<file path="src/rtl/vc_outport.sv">
// Output-port VC manager: allocates downstream VCs, tracks per-VC credits,
// rewrites the VID field and launches flits onto the link when a credit is held.
module vc_outport #(
  parameter int D_WIDTH     = 32,
  parameter int VID_BITS    = 6,
  parameter int NUM_VC      = 4,
  parameter int BUF_DEPTH   = 8,
  parameter int CREDIT_BITS = 4
) (
  input  logic                            clk,
  input  logic                            rst_n,
  input  logic                            va_req,
  output logic                            va_gnt,
  output logic [VID_BITS-1:0]             va_ovid,
  input  logic                            st_valid,
  input  logic [VID_BITS-1:0]             st_ovid,
  input  logic [D_WIDTH-1:0]              st_flit,
  output logic                            st_ready,
  output logic                            link_valid,
  output logic [D_WIDTH-1:0]              link_flit,
  input  logic                            credit_valid,
  input  logic [VID_BITS-1:0]             credit_vid,
  output logic [NUM_VC-1:0]               vc_busy,
  output logic [NUM_VC*CREDIT_BITS-1:0]   g_credits,
  output logic                            err_credit
);

  localparam int IDX_W    = (NUM_VC > 1) ? $clog2(NUM_VC) : 1;
  localparam int TYPE_LSB = D_WIDTH - VID_BITS - 2;
  localparam logic [CREDIT_BITS-1:0] CRED_MAX  = CREDIT_BITS'(BUF_DEPTH);
  localparam logic [1:0]             TYPE_TAIL = 2'b01;

  typedef enum logic {
    VC_IDLE   = 1'b0,
    VC_ACTIVE = 1'b1
  } vc_state_e;

  vc_state_e              state_q [NUM_VC];
  vc_state_e              state_d [NUM_VC];
  logic [CREDIT_BITS-1:0] cred_q  [NUM_VC];
  logic [CREDIT_BITS-1:0] cred_d  [NUM_VC];
  logic                   link_valid_q, link_valid_d;
  logic [D_WIDTH-1:0]     link_flit_q, link_flit_d;
  logic                   err_q, err_d;

  logic                   gnt_found;
  logic [IDX_W-1:0]       gnt_idx;
  logic                   st_in_range;
  logic [IDX_W-1:0]       st_idx;
  logic                   cr_in_range;
  logic [IDX_W-1:0]       cr_idx;
  logic                   accept;
  logic                   st_is_tail;

  // Lowest-index idle VC; state only, so a VC freed this cycle is not visible yet.
  always_comb begin
    gnt_found = 1'b0;
    gnt_idx   = '0;
    for (int i = NUM_VC - 1; i >= 0; i--) begin
      if (state_q[i] == VC_IDLE) begin
        gnt_found = 1'b1;
        gnt_idx   = IDX_W'(i);
      end
    end
  end

  assign va_gnt  = va_req & gnt_found;
  assign va_ovid = va_gnt ? VID_BITS'(gnt_idx) : '0;

  assign st_in_range = (32'(st_ovid) < NUM_VC);
  assign st_idx      = st_ovid[IDX_W-1:0];
  assign cr_in_range = (32'(credit_vid) < NUM_VC);
  assign cr_idx      = credit_vid[IDX_W-1:0];

  always_comb begin
    st_ready = 1'b0;
    if (st_in_range) begin
      st_ready = (state_q[st_idx] == VC_ACTIVE) && (cred_q[st_idx] != '0);
    end
  end

  assign accept     = st_valid & st_ready;
  assign st_is_tail = (st_flit[TYPE_LSB +: 2] == TYPE_TAIL);

  // Per-VC ownership and credit update; a send and a credit on the same VC cancel.
  always_comb begin
    logic send_v;
    logic ret_v;
    send_v = 1'b0;
    ret_v  = 1'b0;
    err_d  = credit_valid & ~cr_in_range;
    for (int i = 0; i < NUM_VC; i++) begin
      state_d[i] = state_q[i];
      cred_d[i]  = cred_q[i];
      send_v     = accept && (st_idx == IDX_W'(i));
      ret_v      = credit_valid && cr_in_range && (cr_idx == IDX_W'(i));
      if (va_gnt && (gnt_idx == IDX_W'(i))) begin
        state_d[i] = VC_ACTIVE;
      end
      if (send_v && st_is_tail) begin
        state_d[i] = VC_IDLE;
      end
      if (send_v && !ret_v) begin
        cred_d[i] = cred_q[i] - 1'b1;
      end else if (ret_v && !send_v) begin
        if (cred_q[i] < CRED_MAX) begin
          cred_d[i] = cred_q[i] + 1'b1;
        end else begin
          err_d = 1'b1;
        end
      end
    end
  end

  always_comb begin
    link_valid_d = accept;
    link_flit_d  = link_flit_q;
    if (accept) begin
      link_flit_d = {st_ovid, st_flit[D_WIDTH-VID_BITS-1:0]};
    end
  end

  always_ff @(posedge clk or negedge rst_n) begin
    if (!rst_n) begin
      for (int i = 0; i < NUM_VC; i++) begin
        state_q[i] <= VC_IDLE;
        cred_q[i]  <= CRED_MAX;
      end
      link_valid_q <= 1'b0;
      link_flit_q  <= '0;
      err_q        <= 1'b0;
    end else begin
      for (int i = 0; i < NUM_VC; i++) begin
        state_q[i] <= state_d[i];
        cred_q[i]  <= cred_d[i];
      end
      link_valid_q <= link_valid_d;
      link_flit_q  <= link_flit_d;
      err_q        <= err_d;
    end
  end

  always_comb begin
    vc_busy   = '0;
    g_credits = '0;
    for (int i = 0; i < NUM_VC; i++) begin
      vc_busy[i]                             = (state_q[i] == VC_ACTIVE);
      g_credits[i*CREDIT_BITS +: CREDIT_BITS] = cred_q[i];
    end
  end

  assign link_valid = link_valid_q;
  assign link_flit  = link_flit_q;
  assign err_credit = err_q;

endmodule

</file>
<file path="config.mk">
export PLATFORM = sky130hd
export DESIGN_NAME = vc_outport
export DESIGN_NICKNAME = d
export VERILOG_FILES = /design/src/rtl/vc_outport.sv
export SDC_FILE = /design/constraint.sdc
export NUM_CORES = 1
export LEC_CHECK = 0
export CAP_MARGIN = 15
export CORE_MARGIN = 4
export CORE_UTILIZATION = 44
export CTS_CLUSTER_DIAMETER = 120
export DETAILED_ROUTE_END_ITERATION = 10
export GPL_TIMING_DRIVEN = 1
export HOLD_SLACK_MARGIN = 0.02
export PLACE_DENSITY = 0.91
export SLEW_MARGIN = 20
export SYNTH_ARGS = -nofsm -noshare
export SYNTH_HDL_FRONTEND = slang
export SYNTH_SLANG_ARGS = --single-unit
</file>
<file path="constraint.sdc">
create_clock -name clk -period 4 [get_ports clk]
set_input_delay 0.6 -clock clk [delete_from_list [all_inputs] [get_ports clk]]
set_output_delay 0.6 -clock clk [all_outputs]
set_load 0.1 [all_outputs]
</file>
---- Word level (Yosys, flattened, before mapping) ----
Index checks and enable logic that the tools add are counted.
cells by class
  add/sub/neg operators ................... 8
  order comparisons ....................... 7
  equality and inequality tests ........... 10
  muxes and demuxes ....................... 48
  bitwise operators ....................... 5
  reduce and logical (&&, ||, !) cells .... 54
operators with widths
  cell                                                                    number
  4-bit two-way mux                                                       14
  1-bit two-way mux                                                       27
  1-bit logical AND                                                       26
  2-bit nonzero test                                                      12
  4-bit by 1-bit adder with 4-bit output (second input constant)          4
  4-bit < comparator (second input constant)                              4
  4-bit by 1-bit subtractor with 4-bit output (second input constant)     4
  2-bit equality test (second input constant)                             6
  6-bit by 3-bit < comparator with 1-bit output (second input constant)   2
  2-bit two-way mux                                                       5
  4-bit binary-select mux with 2-bit select                               1
  2-bit by 1-bit equality test with 1-bit output (second input constant)  4
  1-bit zero test                                                         8
  2-bit AND reduction                                                     4
  2-bit zero test                                                         3
  4-bit nonzero test                                                      1
  1-bit AND                                                               3
  3-bit greater-or-equal comparator (second input constant)               1
  2-bit NOT with 3-bit output                                             1
  1-bit binary-select mux with 2-bit select                               1
  1-bit NOT                                                               1
storage, ports and cells
  flip-flop bits (word level) ............. 54
  input port bits ......................... 49
  output and inout port bits .............. 62
  word-level logic and storage cells ...... 143

---- Depth between registers and ports, before layout ----
  depth after elaboration ................. 22
  depth in mapped cells ................... 14
  depth with buffers taken out ............ 11

---- Worst setup path after synthesis ----
OpenSTA, ideal clock, no wires.
  path type ............................... reg2reg
  start point ............................. register cred_q, in the netlist g_credits[0]
  end point ............................... register cred_q, in the netlist g_credits[14]
  setup time .............................. 0.126 ns
  arrival ................................. 3.310 ns
  data required time ...................... 3.874 ns
  path slack .............................. 0.564 ns
  stages on the path, launching flop included .. 12
  buffers on the path ..................... 1
  period minus slack after synthesis ...... 3.436 ns
  path through ............................ dfrtp_1 > inv_1 > a211oi_1 > o21ai_1 > nor3_4 > buf_2 > and3_1 > ha_1 > inv_1 > ha_1 > nor2_1 > mux2_2
on the way
  cells in the longest elaborated chain, start to end .. 12
  elaborated cells between the ends (all ways) .. 15
  those cells by class .................... 5 x mux; 1 x bitwise; 9 x reduce/logical
ends and longest elaborated chain
  element                                                    line  text
  start, declared                                            40    logic [CREDIT_BITS-1:0] cred_q [NUM_VC];
  start signal, assigned by index                            135   cred_q[i] <= cred_d[i];
  4-bit binary-select mux with 2-bit select (*)              78    st_ready = (state_q[st_idx] == VC_ACTIVE) && (cred_q[st_idx] != '0);
  4-bit two-way mux (implied by the code) (*) (2 in series)  78
  4-bit nonzero test (*)                                     78
  1-bit logical AND (*)                                      78
  1-bit two-way mux (*)                                      77    if (st_in_range) begin
  1-bit AND (*)                                              82    assign accept = st_valid & st_ready;
  via accept                                                 52    logic accept;
  1-bit logical AND (*)                                      95    send_v = accept && (st_idx == IDX_W'(i));
  1-bit zero test                                            105   end else if (ret_v && !send_v) begin
  1-bit logical AND                                          105
  2-bit nonzero test (no source line)                        n/a
  2-bit AND reduction (no source line)                       n/a
The timed path passes the listed nets; every way through them passes the cells marked *. The select of a mux whose other input is x is not followed.
A chain may end at the register's enable or synchronous reset.

---- Final worst setup path ----
  start point ............................. input port st_ovid[1]
  end point ............................... register cred_q, in the netlist g_credits[10]
on the way
  cells in the longest elaborated chain, start to end .. 13
  elaborated cells between the ends (all ways) .. 21
  those cells by class .................... 1 x order compare; 1 x eq/ne; 8 x mux; 2 x bitwise; 9 x reduce/logical
ends and longest elaborated chain
  element                                                line  text
  start, declared                                        16    input logic [VID_BITS-1:0] st_ovid,
  2-bit NOT with 3-bit output (implied by the code)      78
  4-bit binary-select mux with 2-bit select              78
  4-bit two-way mux (implied by the code) (2 in series)  78
  4-bit nonzero test                                     78
  1-bit logical AND                                      78
  1-bit two-way mux                                      77
  1-bit AND                                              82
  1-bit logical AND (*)                                  95
  1-bit zero test                                        105
  1-bit logical AND                                      105
  2-bit nonzero test (no source line)                    n/a
  2-bit AND reduction (no source line)                   n/a
Every way passes the cells marked *; elsewhere a longest branch is shown, timed or not. The select of a mux whose other input is x is not followed.

==> reports/metrics.yaml <==
outcome:
  status: "completed"
timing:
  slew_headroom_pct: 31.1
  finalHoldViolCount: 0
  rsz0062_at_grt: "false"
  tns_ps: 0
  clock_skew_ps: 6.55
  period_share_pct: 84.0
  worstMarginPinSlew_ps: 1030
  finalSetupViolCount: 0
  drv_slew: 0
  period_needed_ps: 3360
  fmax_mhz: 298
routing:
  route.detailed.drc: 0
  wirelength_um: 6540
  wl_per_cell_um: 15.7
  drtAntennaViolNets: 0
  routed_via_density: 5.04
  first_iter_violations: 85
  dr.pass1.iters: 4
  dr_total_vias: 2102
floorplanning:
  die_y_um: 87.8
  std_cell_rows: 28
  initial_core_util_pct: 46.2
  die_area_um2: 7700
  core_um2: 6060
  die_x_um: 87.8
  io_pins: 111
grt:
  antenna_found_initial: 0
  overflow: 0
  grt_util_met2_pct: 31.4
  grt_util_met3_pct: 5.08
  grt.total_usage_pct: 18.1
  grt-busiest-layer: "met2"
  first_global_vias: 2277
  grt_first_pass_wirelength_um: 11000
  grt_max_degree: 39
  use_met1_pct: 22.6
logic_synthesis:
  syn_area_um2: 2800
  synthTopCellsByArea: "dfrtp_1, mux2_2, ha_1"
  yosysWarnings: 0
  async_reset_ff_share_pct: 100
  synth_edf_count: 0
  synthDistinctLibCells: 37
  synthesis.instances: 238
  avgSynthCellArea_um2: 11.8
  synth_flop_cell: "dfrtp_1"
  ys_ff_latch: 54
  synth_top_area_cell: "dfrtp_1"
  synth_seq_area_share_pct: 48.4
  synth_top_cell_area_share_pct: 44.7
placement:
  io_buffers: 100
  place_area_um2: 3840
  hpwl_um: 5100
  routabilityCongestion: 0.748
setup_path:
  cp.required_ps: 4200
  worstSetupPathType: "input pin to register"
  end_kind: "register"
  start_kind: "input pin"
  arrival_ps: 3560
  cp_max_fo: 29
clocking:
  clock_path_buffers: 2
  clk_latency_ps: 310
  cts_max_level: 2
  cts.sinks: 54
  cts_resized: 0
  numCtsBuffers: 5
  cts_tree: "built"
  postCtsSetupBuffers: 0
  hold_buffers: 0
  clk_pin_slew_worst_paths_ps: 100
  root_buffer: "clkbuf_8"
layout:
  final_nets: 414
  area_growth_pct: 41.4
  antenna_cells: 0
  drive_above_1_share_pct: 16.1
  design_area_um2: 3960
pwr:
  vdd_drop_max_mv: 0.506
  p_leak_nw: 1.79
  p_per_area_nw_per_um2: 634
flow_run:
  max_cap_viol_count: 0
worst_hold_path:
  hp-class: "input pin to async pin"
## kinds of logic (layout without fill, tap and decap cells)
| group | Yosys count | after routing | synth area share, % |
|---|---|---|---|
| compound gates | 29 | 29 | 6.39 |
| buf+inv | 33 | 134 | 5.85 |
| mux | 34 | 34 | 13.5 |
| fa+ha+maj | 24 | 24 | 11.8 |
| flops | 54 | 54 | 48.4 |
| other cells | 1 | 4 | 0.134 |
| xor+xnor | 12 | 12 | 3.75 |
| simple gates | 51 | 51 | 10.1 |
## layer usage
metal / part of all wire [%] / up-vias / wire, µm
met5: 0 / - / 0
met4: 0.78 / 0 / 51
met3: 8.3 / 6 / 544
met2: 51 / 68 / 3340
met1: 40 / 1005 / 2610
li1: - / 1023 / -
## cell type report
type                    count  area [µm²]
fillers                   493        2100
repair buffers            105        1020
flip-flops and latches     54        1360
inverters                  21        78.8
well taps                  75        93.8
multi-input cells         154        1290
clock inverters             3        47.5
clock buffers               5        68.8
## placed cells by master (no fill, tap or decap), types with 2 or more instances in the layout
cell	instances
clkdlybuf4s50_1	95
dfrtp_1	50
mux2_2	30
inv_1	21
ha_1	20
nand2_1	10
xnor2_1	10
a21oi_1	9
buf_4	9
nor2b_1	8
nor2_1	7
o21ai_0	7
nor4_1	6
nand3_1	5
clkbuf_8	5
mux2i_1	4
a21o_1	4
fa_1	4
conb_1	4
dfstp_2	4
nand4_1	3
a41oi_1	3
and3_1	3
or3_1	2
a31oi_1	2
or2_2	2
xor2_1	2
## Yosys cell counts (all sizes together) (4+ instances only)
cell	n
buf	9
mux2i	4
xnor2	10
nor2b	8
inv	21
a21o	4
a21oi	9
ha	20
nor2	7
mux2	30
fa	4
dfstp	4
o21ai	8
nand3	5
nand2	10
nor4	6
dfrtp	50
## where the power goes
| part | internal, W | switching, W | total (W) |
|---|---|---|---|
| Combinational | 0.000361 | 0.00102 | 0.00138 |
| Clock | 0.000190 | 0.000190 | 0.000380 |
| Sequential | 0.000658 | 0.0000892 | 0.000748 |
## worst max-delay path, cell delays in order
cell and delay, ps:
clkdlybuf4s50_1 600, nor4_1 110, a211oi_1 270, o21ai_1 200, nor3_4 270, buf_4 370, nand3b_1 130, ha_1 310
nor2_1 310, mux2_2 380
## registers in the layout (all words and copies together) (netlist names)
signal      flops
link_flit      32
g_credits      16
vc_busy         4
err_credit      1
link_valid      1
## final timing paths
path	to	cells past startpoint	from	slack, ps
min in group clk	link_flit[28]	1	link_flit[28]	520
worst max-delay path	g_credits[10]	10	st_ovid[1]	640
max in group asynchronous	link_flit[1]	2	rst_n	2870
worst min-delay path	g_credits[4]	1	rst_n	390
worst max register to register	g_credits[10]	9	g_credits[3]	990
worst min register to register	link_flit[28]	1	link_flit[28]	520
## stage by stage
stage               util (%)  std cells  hold WS (ps)  setup WS (ps)  total power (W)
finish                  65.3        417           386            640          0.00251
global route            65.3        417           449            447          0.00262
detailed placement      63.4        409           492            342          0.00215
global placement        63.4        409           481            452          0.00212
floorplan                  -        241           304            564          0.00180
CTS                     65.3        417           410            624          0.00253
No activity file was read; power rests on OpenSTA's default activity.
